===== src/rtl/linkspeed_pkg.sv =====
// Shared message codes and state encoding for the MBTRAIN.LINKSPEED responders.
package linkspeed_pkg;

    localparam logic [3:0] NO_MSG                      = 4'd0;
    localparam logic [3:0] START_REQ                   = 4'd1;
    localparam logic [3:0] START_RESP                  = 4'd2;
    localparam logic [3:0] ERROR_REQ                   = 4'd3;
    localparam logic [3:0] ERROR_RESP                  = 4'd4;
    localparam logic [3:0] EXIT_TO_REPAIR_REQ          = 4'd5;
    localparam logic [3:0] EXIT_TO_REPAIR_RESP         = 4'd6;
    localparam logic [3:0] EXIT_TO_SPEED_DEGRADE_REQ   = 4'd7;
    localparam logic [3:0] EXIT_TO_SPEED_DEGRADE_RESP  = 4'd8;
    localparam logic [3:0] DONE_REQ                    = 4'd9;
    localparam logic [3:0] DONE_RESP                   = 4'd10;
    localparam logic [3:0] EXIT_TO_PHYRETRAIN_REQ      = 4'd11;
    localparam logic [3:0] EXIT_TO_PHYRETRAIN_RESP     = 4'd12;

    typedef enum logic [3:0] {
        IDLE       = 4'd0,
        WAIT_START = 4'd1,
        SEND_START = 4'd2,
        POINT_TEST = 4'd3,
        WAIT_ANY   = 4'd4,
        WAIT_RD    = 4'd5,
        SEND_LAST  = 4'd6,
        FINISH     = 4'd7,
        TIMEOUT    = 4'd8
    } state_t;

endpackage


===== src/rtl/linkspeed_rx_param_sb_valid_arb.sv =====
// Sideband valid arbitration: holds a response as pending while the TX-side
// responder owns the sideband, raises valid when free, drops it when the
// sideband reports the message sent, and flags the valid falling edge.
module sb_valid_arb (
    input  logic clk,
    input  logic rst,
    input  logic clr,
    input  logic load,
    input  logic tx_valid,
    input  logic busy_negedge,
    output logic valid,
    output logic valid_fall
);

    logic pending_reg;
    logic valid_reg;
    logic valid_d_reg;
    logic want_send;
    logic do_set;

    // A freshly loaded message can go out on the very edge it is loaded.
    assign want_send  = load | pending_reg;
    // Busy-negedge wins over a set in the same cycle; the message stays pending.
    assign do_set     = want_send & ~tx_valid & ~busy_negedge;
    assign valid      = valid_reg;
    assign valid_fall = valid_d_reg & ~valid_reg;

    // Pending flag, valid register and its delayed copy for edge detection.
    always_ff @(posedge clk) begin
        if (rst || clr) begin
            pending_reg <= 1'b0;
            valid_reg   <= 1'b0;
            valid_d_reg <= 1'b0;
        end else begin
            pending_reg <= want_send & ~do_set;
            valid_d_reg <= valid_reg;
            if (busy_negedge) begin
                valid_reg <= 1'b0;
            end else if (do_set) begin
                valid_reg <= 1'b1;
            end
        end
    end

endmodule


===== src/rtl/linkspeed_rx_param.sv =====
// Receiver-side MBTRAIN.LINKSPEED responder: answers partner sideband
// requests, runs the local point test, reduces lane results to group flags
// and enforces a wait-state timeout.
module linkspeed_rx_param
    import linkspeed_pkg::*;
#(
    parameter int NUM_LANES      = 16,
    parameter int GROUP_W        = 8,
    parameter int TIMEOUT_CYCLES = 8000,
    localparam int NUM_GROUPS    = NUM_LANES / GROUP_W
) (
    input  logic                  clk,
    input  logic                  rst,
    input  logic                  i_en,
    input  logic [3:0]            i_sideband_message,
    input  logic                  i_sideband_valid,
    input  logic                  i_tx_valid,
    input  logic                  i_busy_negedge_detected,
    input  logic                  i_point_test_ack,
    input  logic [NUM_LANES-1:0]  i_lanes_result,
    input  logic                  i_valid_framing_error,
    input  logic                  i_comming_from_repair,
    input  logic [NUM_GROUPS-1:0] i_tx_group_ok,
    output logic [3:0]            o_sideband_message,
    output logic                  o_valid_rx,
    output logic                  o_point_test_en,
    output logic                  o_test_ack,
    output logic                  o_timeout,
    output logic [NUM_GROUPS-1:0] o_group_ok
);

    localparam int CNT_W = $clog2(TIMEOUT_CYCLES);
    localparam logic [CNT_W-1:0] CNT_MAX = CNT_W'(TIMEOUT_CYCLES - 1);

    state_t                state_reg;
    state_t                state_next;
    logic [CNT_W-1:0]      cnt_reg;
    logic [3:0]            msg_reg;
    logic [NUM_GROUPS-1:0] group_ok_reg;
    logic [NUM_GROUPS-1:0] group_pass;

    logic       load_msg;
    logic       load_valid;
    logic [3:0] msg_next;
    logic       latch_groups;
    logic       counting;
    logic       valid_fall;
    logic       req_valid;
    logic       repair_ok;
    logic       healthy;

    // A group passes only when every lane in it passes.
    generate
        for (genvar gi = 0; gi < NUM_GROUPS; gi++) begin : g_group
            assign group_pass[gi] = &i_lanes_result[gi*GROUP_W +: GROUP_W];
        end
    endgenerate

    assign req_valid = i_sideband_valid;
    assign repair_ok = i_comming_from_repair & |(i_tx_group_ok & group_ok_reg);
    assign healthy   = ((&group_ok_reg) & ~i_valid_framing_error) | repair_ok;
    assign counting  = (state_reg == WAIT_START) || (state_reg == SEND_START) ||
                       (state_reg == POINT_TEST) || (state_reg == WAIT_ANY)   ||
                       (state_reg == WAIT_RD)    || (state_reg == SEND_LAST);

    sb_valid_arb u_arb (
        .clk          (clk),
        .rst          (rst),
        .clr          (~i_en),
        .load         (load_valid),
        .tx_valid     (i_tx_valid),
        .busy_negedge (i_busy_negedge_detected),
        .valid        (o_valid_rx),
        .valid_fall   (valid_fall)
    );

    // Next-state decode, message loads and the timeout override.
    always_comb begin
        state_next   = state_reg;
        load_msg     = 1'b0;
        load_valid   = 1'b0;
        msg_next     = NO_MSG;
        latch_groups = 1'b0;
        unique case (state_reg)
            IDLE: begin
                state_next = WAIT_START;
            end
            WAIT_START: begin
                if (req_valid && i_sideband_message == START_REQ) begin
                    load_msg   = 1'b1;
                    load_valid = 1'b1;
                    msg_next   = START_RESP;
                    state_next = SEND_START;
                end
            end
            SEND_START: begin
                if (valid_fall) begin
                    state_next = POINT_TEST;
                end
            end
            POINT_TEST: begin
                if (i_point_test_ack) begin
                    latch_groups = 1'b1;
                    state_next   = WAIT_ANY;
                end
            end
            WAIT_ANY: begin
                if (req_valid) begin
                    if (i_sideband_message == ERROR_REQ && !i_valid_framing_error) begin
                        load_msg   = 1'b1;
                        load_valid = 1'b1;
                        msg_next   = ERROR_RESP;
                        state_next = WAIT_RD;
                    end else if (i_sideband_message == EXIT_TO_PHYRETRAIN_REQ) begin
                        load_msg   = 1'b1;
                        load_valid = 1'b1;
                        msg_next   = EXIT_TO_PHYRETRAIN_RESP;
                        state_next = SEND_LAST;
                    end else if (i_sideband_message == DONE_REQ ||
                                 i_sideband_message == ERROR_REQ) begin
                        load_msg = 1'b1;
                        if (healthy) begin
                            load_valid = 1'b1;
                            msg_next   = DONE_RESP;
                            state_next = SEND_LAST;
                        end else begin
                            state_next = FINISH;
                        end
                    end
                end
            end
            WAIT_RD: begin
                if (req_valid) begin
                    if (i_sideband_message == EXIT_TO_SPEED_DEGRADE_REQ) begin
                        load_msg   = 1'b1;
                        load_valid = 1'b1;
                        msg_next   = EXIT_TO_SPEED_DEGRADE_RESP;
                        state_next = SEND_LAST;
                    end else if (i_sideband_message == EXIT_TO_REPAIR_REQ) begin
                        load_msg = 1'b1;
                        if (|group_ok_reg) begin
                            load_valid = 1'b1;
                            msg_next   = EXIT_TO_REPAIR_RESP;
                            state_next = SEND_LAST;
                        end else begin
                            state_next = FINISH;
                        end
                    end
                end
            end
            SEND_LAST: begin
                if (valid_fall) begin
                    state_next = FINISH;
                end
            end
            FINISH: begin
                state_next = FINISH;
            end
            TIMEOUT: begin
                state_next = TIMEOUT;
            end
            default: begin
                state_next = IDLE;
            end
        endcase
        // A real transition in the last allowed cycle beats the timeout.
        if (counting && state_next == state_reg && cnt_reg == CNT_MAX) begin
            state_next = TIMEOUT;
        end
    end

    // State, timeout counter, response message and latched group mask.
    always_ff @(posedge clk) begin
        if (rst || !i_en) begin
            state_reg    <= IDLE;
            cnt_reg      <= '0;
            msg_reg      <= NO_MSG;
            group_ok_reg <= '0;
        end else begin
            state_reg <= state_next;
            if (state_next != state_reg) begin
                cnt_reg <= '0;
            end else if (counting) begin
                cnt_reg <= cnt_reg + 1'b1;
            end
            if (load_msg) begin
                msg_reg <= msg_next;
            end
            if (latch_groups) begin
                group_ok_reg <= group_pass;
            end
        end
    end

    assign o_sideband_message = msg_reg;
    assign o_point_test_en    = (state_reg == POINT_TEST);
    assign o_test_ack         = (state_reg == FINISH);
    assign o_timeout          = (state_reg == TIMEOUT);
    assign o_group_ok         = group_ok_reg;

endmodule


===== config.mk =====
export PLATFORM = sky130hd
export DESIGN_NAME = linkspeed_rx_param
export DESIGN_NICKNAME = d
export VERILOG_FILES = /design/src/rtl/linkspeed_pkg.sv /design/src/rtl/linkspeed_rx_param_sb_valid_arb.sv /design/src/rtl/linkspeed_rx_param.sv
export SDC_FILE = /design/constraint.sdc
export NUM_CORES = 1
export LEC_CHECK = 0
export CAP_MARGIN = 20
export CORE_MARGIN = 4
export CORE_UTILIZATION = 52
export DETAILED_ROUTE_END_ITERATION = 6
export PLACE_DENSITY_LB_ADDON = 0.05
export SYNTH_ARGS = -nofsm -noshare
export SYNTH_HDL_FRONTEND = slang
export SYNTH_SLANG_ARGS = --single-unit

===== constraint.sdc =====
create_clock -name clk -period 4.2 [get_ports clk]
set_input_delay 0.42 -clock clk [delete_from_list [all_inputs] [get_ports clk]]
set_output_delay 0.42 -clock clk [all_outputs]
set_load 0.01 [all_outputs]

==> results by group, run 1 <==
Detailed routing
  – DR WL/cell: 14.43 um
  – Avg Vias per Cell: slightly below 6
  – Routed wire length: ~3.8 mm
  – Residual DRC: 0
  – Antenna viol nets, final: 0
  – Initial DRC Count: 140
  – DR vias: about 1,500
  – DRT Pass-1 Iters: 4

Timing
  – Min Hold Slack: just under 0.5 ns
  – Setup violators final: 0
  – Slew Limit Fails: 0
  – Clk_skew: 0.002638 ns
  – TNS Setup: 0 ns
  – RSZ-0062 raised after global routing: false
  – Highest clock rate: between 300 and 400 MHz
  – Final period util: between 60% and 70%
  – Final Hold Fails: 0
  – Slew headroom: about 63%
  – Measured slew at the worst slew-check pin: about 0.55 ns
  – Final Critical Period: 2.584 ns

Logic synthesis
  – Synthesized flop and latch total: 25
  – Synthesized area: approximately 1600 um2
  – Post-synth EDFFs: 0
  – Mapped Cells: between 150 and 200
  – Seq/Total Area, Yosys: 32.21%
  – Synth warnings: 0
  – Mapped Nets: between 200 and 250
  – Post-synthesis area per instance: 7.888 um2
  – Post-synthesis async set-or-reset flop share: 0%
  – Synth top area cells: dfxtp_1 32%, nor2_1 5.1%, xor2_1 4.5%
  – Top-area cell type share of the netlist area: 32.21%
  – Leading area contributor after synthesis: dfxtp_1
  – Count of cell types in the netlist: 53
  – Top_reg_cell synth: dfxtp_1

Clocking
  – Root Buffer: clkbuf_4
  – Post-CTS Hold Fix Bufs: 0
  – Post-CTS setup buffers: 0
  – Htree depth: 1
  – Clock Path Buffers: 2
  – CTS resizes: 0
  – Clock Latency Late Sink: about 0.32 ns
  – CTS tree: built
  – Num Clock Sinks: 25
  – Num CTS Buffers: 3
  – Reg clk slew, reported paths: about 0.14 ns

Finish
  – Fill count: 238
  – Ant diodes: 0
  – Fin nets: between 200 and 300
  – Post-route cell area: roughly 2000 um2
  – Share of layout cells above drive strength 1: 9.607%
  – P&R area growth vs syn: 25.93%
  – Area of the multi-input gates: 984.7 um2
  – Final core occ: 69.76%
  – FF+latch area: roughly 500 um2
  – Max reg flops: 13

GRT
  – Initial antenna violation count: 0
  – Vias in the first global route: around 1,400
  – Largest net degree at the start of global routing: 18
  – First-pass GRT wire length: around 6.5 mm
  – Remaining Overflow, GRT: 0
  – GRT Overall Usage: about a fifth

Die
  – # rows: 19
  – Die ar.: approximately 3900 um2
  – Initial core utilization: a little under three fifths
  – Die X: ~63 um
  – Die H: 62.67 um
  – Core area: 2805 um2
  – Top-Level Pins: 41

Pwr
  – Comb pwr share: 14.6%
  – Register share of total power: between 50 and 60%
  – Static Leak: slightly below 0.7 nW
  – Int Pwr: approximately 310 uW
  – Cell Pwr Density: roughly 210 nW/um2
  – Clk pwr share: between 20 and 30%
  – Total power: between 400 and 500 uW
  – Worst VDD drop: 0.1911 mV
  – Sw Share: around a quarter
  – NetSw: ~100 uW

Worst setup path
  – Capture point of the worst reg-to-reg path: cnt_reg[7]
  – Worst-path fanout max: 13
  – R2r setup slk: approximately 1.8 ns
  – Setup crit end: cnt_reg[7]
  – Worst reg2reg path depth: 6
  – Crit start category: input pin
  – CP startpoint: i_sideband_message[1]
  – CP Capture Type: flip-flop
  – Worst Setup Path Type: input pin to flip-flop
  – Worst Path Required: ~4.4 ns
  – CP arrival: approximately 2.8 ns
  – Reg2reg start: state_reg[2]

Min path
  – Hold Path Class: flip-flop to flip-flop

Status
  – Status: completed

Placed design
  – Placed Instance Area: about 1900 um2
  – Global placer's final weighted congestion: 0.9788
  – Final HPWL DP: slightly below 3 mm
  – Input/output buffers: 39

Flow run
  – Max-capacitance violation count: 0
[critical path, cell delays in order]
cell and delay [ns]:
clkdlybuf4s50_1 0.73, and2_1 0.22, nor2_1 0.05, or4b_2 0.66
a31oi_1 0.33, or4b_4 0.32, nor2_1 0.08
[cells in the mapped netlist (2+ instances only)]
master / count
o311ai_0: 2
and3_1: 6
xor2_1: 8
o21a_1: 2
nor3b_1: 2
nor2_2: 10
nand4b_1: 2
nor2_1: 21
a31oi_1: 4
nand3b_1: 2
and2_1: 2
xnor2_1: 5
mux2i_1: 2
buf_2: 4
and4_1: 2
nor2b_1: 6
dfxtp_1: 25
nand2_1: 14
nand2b_1: 5
nand3_1: 6
inv_1: 3
nand4_1: 7
clkbuf_1: 4
o21ai_0: 6
a21oi_1: 11
nor3_1: 9
[layout by cell type (no fill, tap or decap), types with 2 or more instances in the layout]
cell / synthesis / final
xnor2_1: 5 / 5
dfxtp_1: 25 / 25
nand2_1: 14 / 14
and2_1: 2 / 2
clkbuf_4: 0 / 3
and3_1: 6 / 6
o21ai_0: 6 / 6
o311ai_0: 2 / 2
and4_1: 2 / 2
o21a_1: 2 / 2
mux2i_1: 2 / 2
nor3b_1: 2 / 2
inv_1: 3 / 3
xor2_1: 8 / 8
nor2_1: 21 / 21
nand2b_1: 5 / 5
nor2_2: 10 / 10
nand3b_1: 2 / 2
a21oi_1: 11 / 11
nand4b_1: 2 / 2
nand4_1: 7 / 7
clkdlybuf4s50_1: 0 / 39
nor2b_1: 6 / 6
nor3_1: 9 / 9
a31oi_1: 4 / 4
nand3_1: 6 / 6
[through the flow]
stage          worst slack [ns]  cells
3_5_place_dp              1.296    256
4_1_cts                   1.669    260
6_report                  1.616    260
5_1_grt                   1.496    260
2_1_floorplan             2.058    197
3_3_place_gp              1.350    256
[area by class of cell]
| type | instances | share of cell area, % |
|---|---|---|
| multi-input cells | 158 | 50.32 |
| clock inverters | 1 | 0.4476 |
| well taps | 31 | 1.982 |
| flip-flops and latches | 25 | 25.58 |
| inverters | 3 | 0.5754 |
| clock buffers | 3 | 1.151 |
| repair buffers | 39 | 19.95 |
[worst min path at each step]
| stage | from | to | depth (start not counted) |
|---|---|---|---|
| 2_1_floorplan | cnt_reg[5] | cnt_reg[5] | 2 |
| 3_3_place_gp | u_arb.valid | u_arb.valid_d_reg | 2 |
| 3_5_place_dp | u_arb.valid | u_arb.valid_d_reg | 2 |
| 4_1_cts | u_arb.valid | u_arb.valid_d_reg | 2 |
| 5_1_grt | u_arb.valid | u_arb.valid_d_reg | 2 |
| 6_report | u_arb.valid | u_arb.valid_d_reg | 2 |
[layer usage]
metal	routed length (um)	track usage, %	share of wire, %	vias to the layer above
met4	12	3.581	0.32	0
met2	1853	33.16	49	46
met1	1664	24.92	44	712
met3	223	6.115	5.9	2
li1	-	-	-	768
met5	0	0	0	-
[power groups by stage]
stage          clock network, mW  registers (mW)  logic (mW)
6_report                   0.116           0.241      0.0608
5_1_grt                    0.134           0.241      0.0651
4_1_cts                    0.121           0.241      0.0602
3_5_place_dp                   0           0.246      0.0600
3_3_place_gp                   0           0.246      0.0576
2_1_floorplan                  0           0.243      0.0291
[logic make-up (layout without fill, tap and decap cells)]
family	count (synthesis)	after routing	synth area share, %
AOI/OAI and AO/OA	34	34	14.01
adders and majority gates	1	1	0.8050
and+or+nand+nor	107	107	39.70
other	1	1	0.2413
xor gates and xnor gates	13	13	7.327
muxes	2	2	1.288
DFF	25	25	32.21
buffers and inverters	14	46	4.428
Note: power is estimated with default switching activity, not from simulation.
==> inputs of run 2 (changes only) <==
--- a/config.mk
+++ b/config.mk
@@ -7,7 +7,7 @@
 export LEC_CHECK = 0
 export CAP_MARGIN = 20
 export CORE_MARGIN = 4
-export CORE_UTILIZATION = 52
+export CORE_UTILIZATION = 44
 export DETAILED_ROUTE_END_ITERATION = 6
 export PLACE_DENSITY_LB_ADDON = 0.05
 export SYNTH_ARGS = -nofsm -noshare
==> constraint.sdc (replaced) <==
create_clock -name clk -period 2.1 [get_ports clk]
set_input_delay 0.21 -clock clk [delete_from_list [all_inputs] [get_ports clk]]
set_output_delay 0.21 -clock clk [all_outputs]
set_load 0.01 [all_outputs]
==> results by group, run 2 (synthesis results as in run 1) <==
Finish
  – Post-route cell area: 2286 um2 (+17%)
  – P&R area growth vs syn: 47.10%
  – Non-Filler Instances: 308 (+18%)
  – Share of layout cells above drive strength 1: 24.81% (+15 points)
  – Max reg flops: 13 (unchanged)
  – Fill count: 291 (+22%)
  – Final core occ: 67.97% (-1.8 points)
  – Commonest non-fill, non-tap cell in the layout: clkdlybuf4s50_1
  – Fin nets: 295 (+13%)
  – Ant diodes: 0 (unchanged)
  – Most frequent cells in the layout: 38 x clkdlybuf4s50_1, 32 x buf_4, 22 x dfxtp_1

Placed design
  – Pre-CTS setup slack: -0.4373 ns (-1.733 ns)
  – Placed Instance Area: 2170 um2 (+13%)
  – DP Cell Count: 301 (+18%)
  – Input/output buffers: 39 (unchanged)
  – Global placer's final weighted congestion: 0.8744 (-11%)
  – Final HPWL DP: 3.304 mm (+12%)

Timing
  – Final Critical Period: between 2 and 2.5 ns
  – Min Hold Slack: 0.4611 ns (-0.03495 ns)
  – Slew Limit Fails: 0 (unchanged)
  – Final period util: 102.6%
  – Final WS setup: -0.05513 ns (-1.671 ns)
  – TNS Setup: -0.4075 ns (-0.4075 ns)
  – RSZ-0062 raised after global routing: true
  – Highest clock rate: 464.0 MHz
  – Clk_skew: 0.006463 ns (+0.003825 ns)
  – Setup violators final: 15 (+15)
  – Final Hold Fails: 0 (unchanged)

Flow run
  – Max-capacitance violation count: 0 (unchanged)

GRT
  – GRT Overall Usage: 19.80% (+0.085 points)
  – Largest net degree at the start of global routing: 15 (-3)
  – Initial antenna violation count: 0 (unchanged)
  – Remaining Overflow, GRT: 0 (unchanged)
  – Vias in the first global route: 1,601 (+12%)
  – First-pass GRT wire length: 7.017 mm (+8.5%)

Pwr
  – Cell Pwr Density: 366.3 nW/um2 (+72%)
  – Total power: 837.4 uW (+100%)
  – Worst VDD drop: 0.3864 mV (+100%)
  – Static Leak: 0.8766 nW (+29%)

Die
  – Top-Level Pins: 41 (unchanged)
  – Die H: 67.43 um (+7.6%)
  – # rows: 21 (+2)
  – Core area: 3363 um2 (+20%)
  – Initial core utilization: 46.21% (-9.2 points)
  – Die ar.: 4547 um2 (+16%)
  – Die X: 67.43 um (+7.6%)

Status
  – Status: finished with violations
  – Failing checks: setup timing

Worst setup path
  – Reg2reg start: state_reg[3]
  – CP arrival: 2.42 ns (-0.40 ns)
  – R2r setup slk: -0.06 ns (-1.82 ns)
  – Worst Setup Path Type: flip-flop to flip-flop
  – Worst reg2reg path depth: 6 (unchanged)
  – Worst-path fanout max: 7 (-6)
  – Worst Path Required: 2.37 ns (-2.06 ns)
  – Capture point of the worst reg-to-reg path: cnt_reg[11]
  – Crit start category: flip-flop
  – CP Capture Type: flip-flop

Detailed routing
  – Routed wire length: 4.256 mm (+13%)
  – Antenna viol nets, final: 0 (unchanged)
  – DR vias: 1,680 (+9.9%)
  – DRT Pass-1 Iters: 4 (unchanged)
  – Residual DRC: 0 (unchanged)
  – DR WL/cell: 13.82 um (-4.3%)
  – Initial DRC Count: 101 (-28%)
  – Avg Vias per Cell: 5.455 (-7.2%)

Clocking
  – Htree depth: 1 (unchanged)
  – CTS tree: built
  – Num Clock Sinks: 25 (unchanged)
  – Reg clk slew, reported paths: 0.14 ns (about the same)
  – Root Buffer: clkbuf_4
  – Clock Path Buffers: 2 (unchanged)
  – Post-CTS Hold Fix Bufs: 0 (unchanged)
  – Num CTS Buffers: 3 (unchanged)
  – Clock Latency Late Sink: 0.31 ns (about the same)

Min path
  – Worst hold path cell count: 2 (unchanged)
  – Hold Path Class: input pin to flip-flop
  – Worst hold path endpoint: u_arb.valid
  – Hold Crit Start: i_busy_negedge_detected
-- run 2: changes by cell type in the layout (fill, tap and decap cells not counted), moves of 2 or more --
cell / before / now
nor3_2: 0 / 2
a31oi_1: 4 / 1
buf_4: 0 / 32
nor3_1: 9 / 7
a31oi_2: 0 / 2
dfxtp_4: 0 / 2
dfxtp_1: 25 / 22
-- run 2: how the worst max path moves through the flow --
stage | startpoint | to | cells past startpoint
global placement | i_sideband_message[0] | cnt_reg[0] | 7
finish | state_reg[3] | cnt_reg[11] | 6
floorplan | state_reg[3] | cnt_reg[1] | 7
detailed placement | i_sideband_message[0] | cnt_reg[6] | 7
CTS | state_reg[3] | cnt_reg[5] | 6
global route | state_reg[3] | cnt_reg[5] | 6
-- run 2: worst max-delay path: stages, from the launching register on --
cell	delay [ns]
dfxtp_4	0.38
and4bb_2	0.33
nand2_2	0.07
or4_4	0.49
nand4b_1	0.13
or4b_4	0.56
nor2_2	0.13
-- run 2: final cells by class --
class	count	area, um2	share of cell area, %
multi-input cells	159	1047	45.81
repair buffers	71	633.1	27.70
well taps	46	57.56	2.518
clock buffers	3	22.52	0.9852
clock inverters	1	5.005	0.2189
inverters	3	11.26	0.4926
flip-flops and latches	25	509.2	22.28
-- run 2: what timing repair did --
| item | in CTS | in global routing |
|---|---|---|
| gates cloned | 1 | 0 |
| buffers inserted | 2 | 0 |
| setup endpoints to repair | 18 | 19 |
| resized for setup | 10 | 7 |
| pin swaps | 16 | 2 |
-- run 2: metal layers --
layer	share of wire, %	global-route usage, %	up-vias
met5	0	0	-
met4	0.59	3.544	0
met3	5.7	4.326	4
met2	47	34.11	49
met1	47	25.53	788
li1	-	-	839
-- run 2: power by group --
part	internal, mW	switching [mW]
Sequential	0.474	0.00512
Clock	0.0712	0.139
Combinational	0.0902	0.0574
Total	0.636	0.202
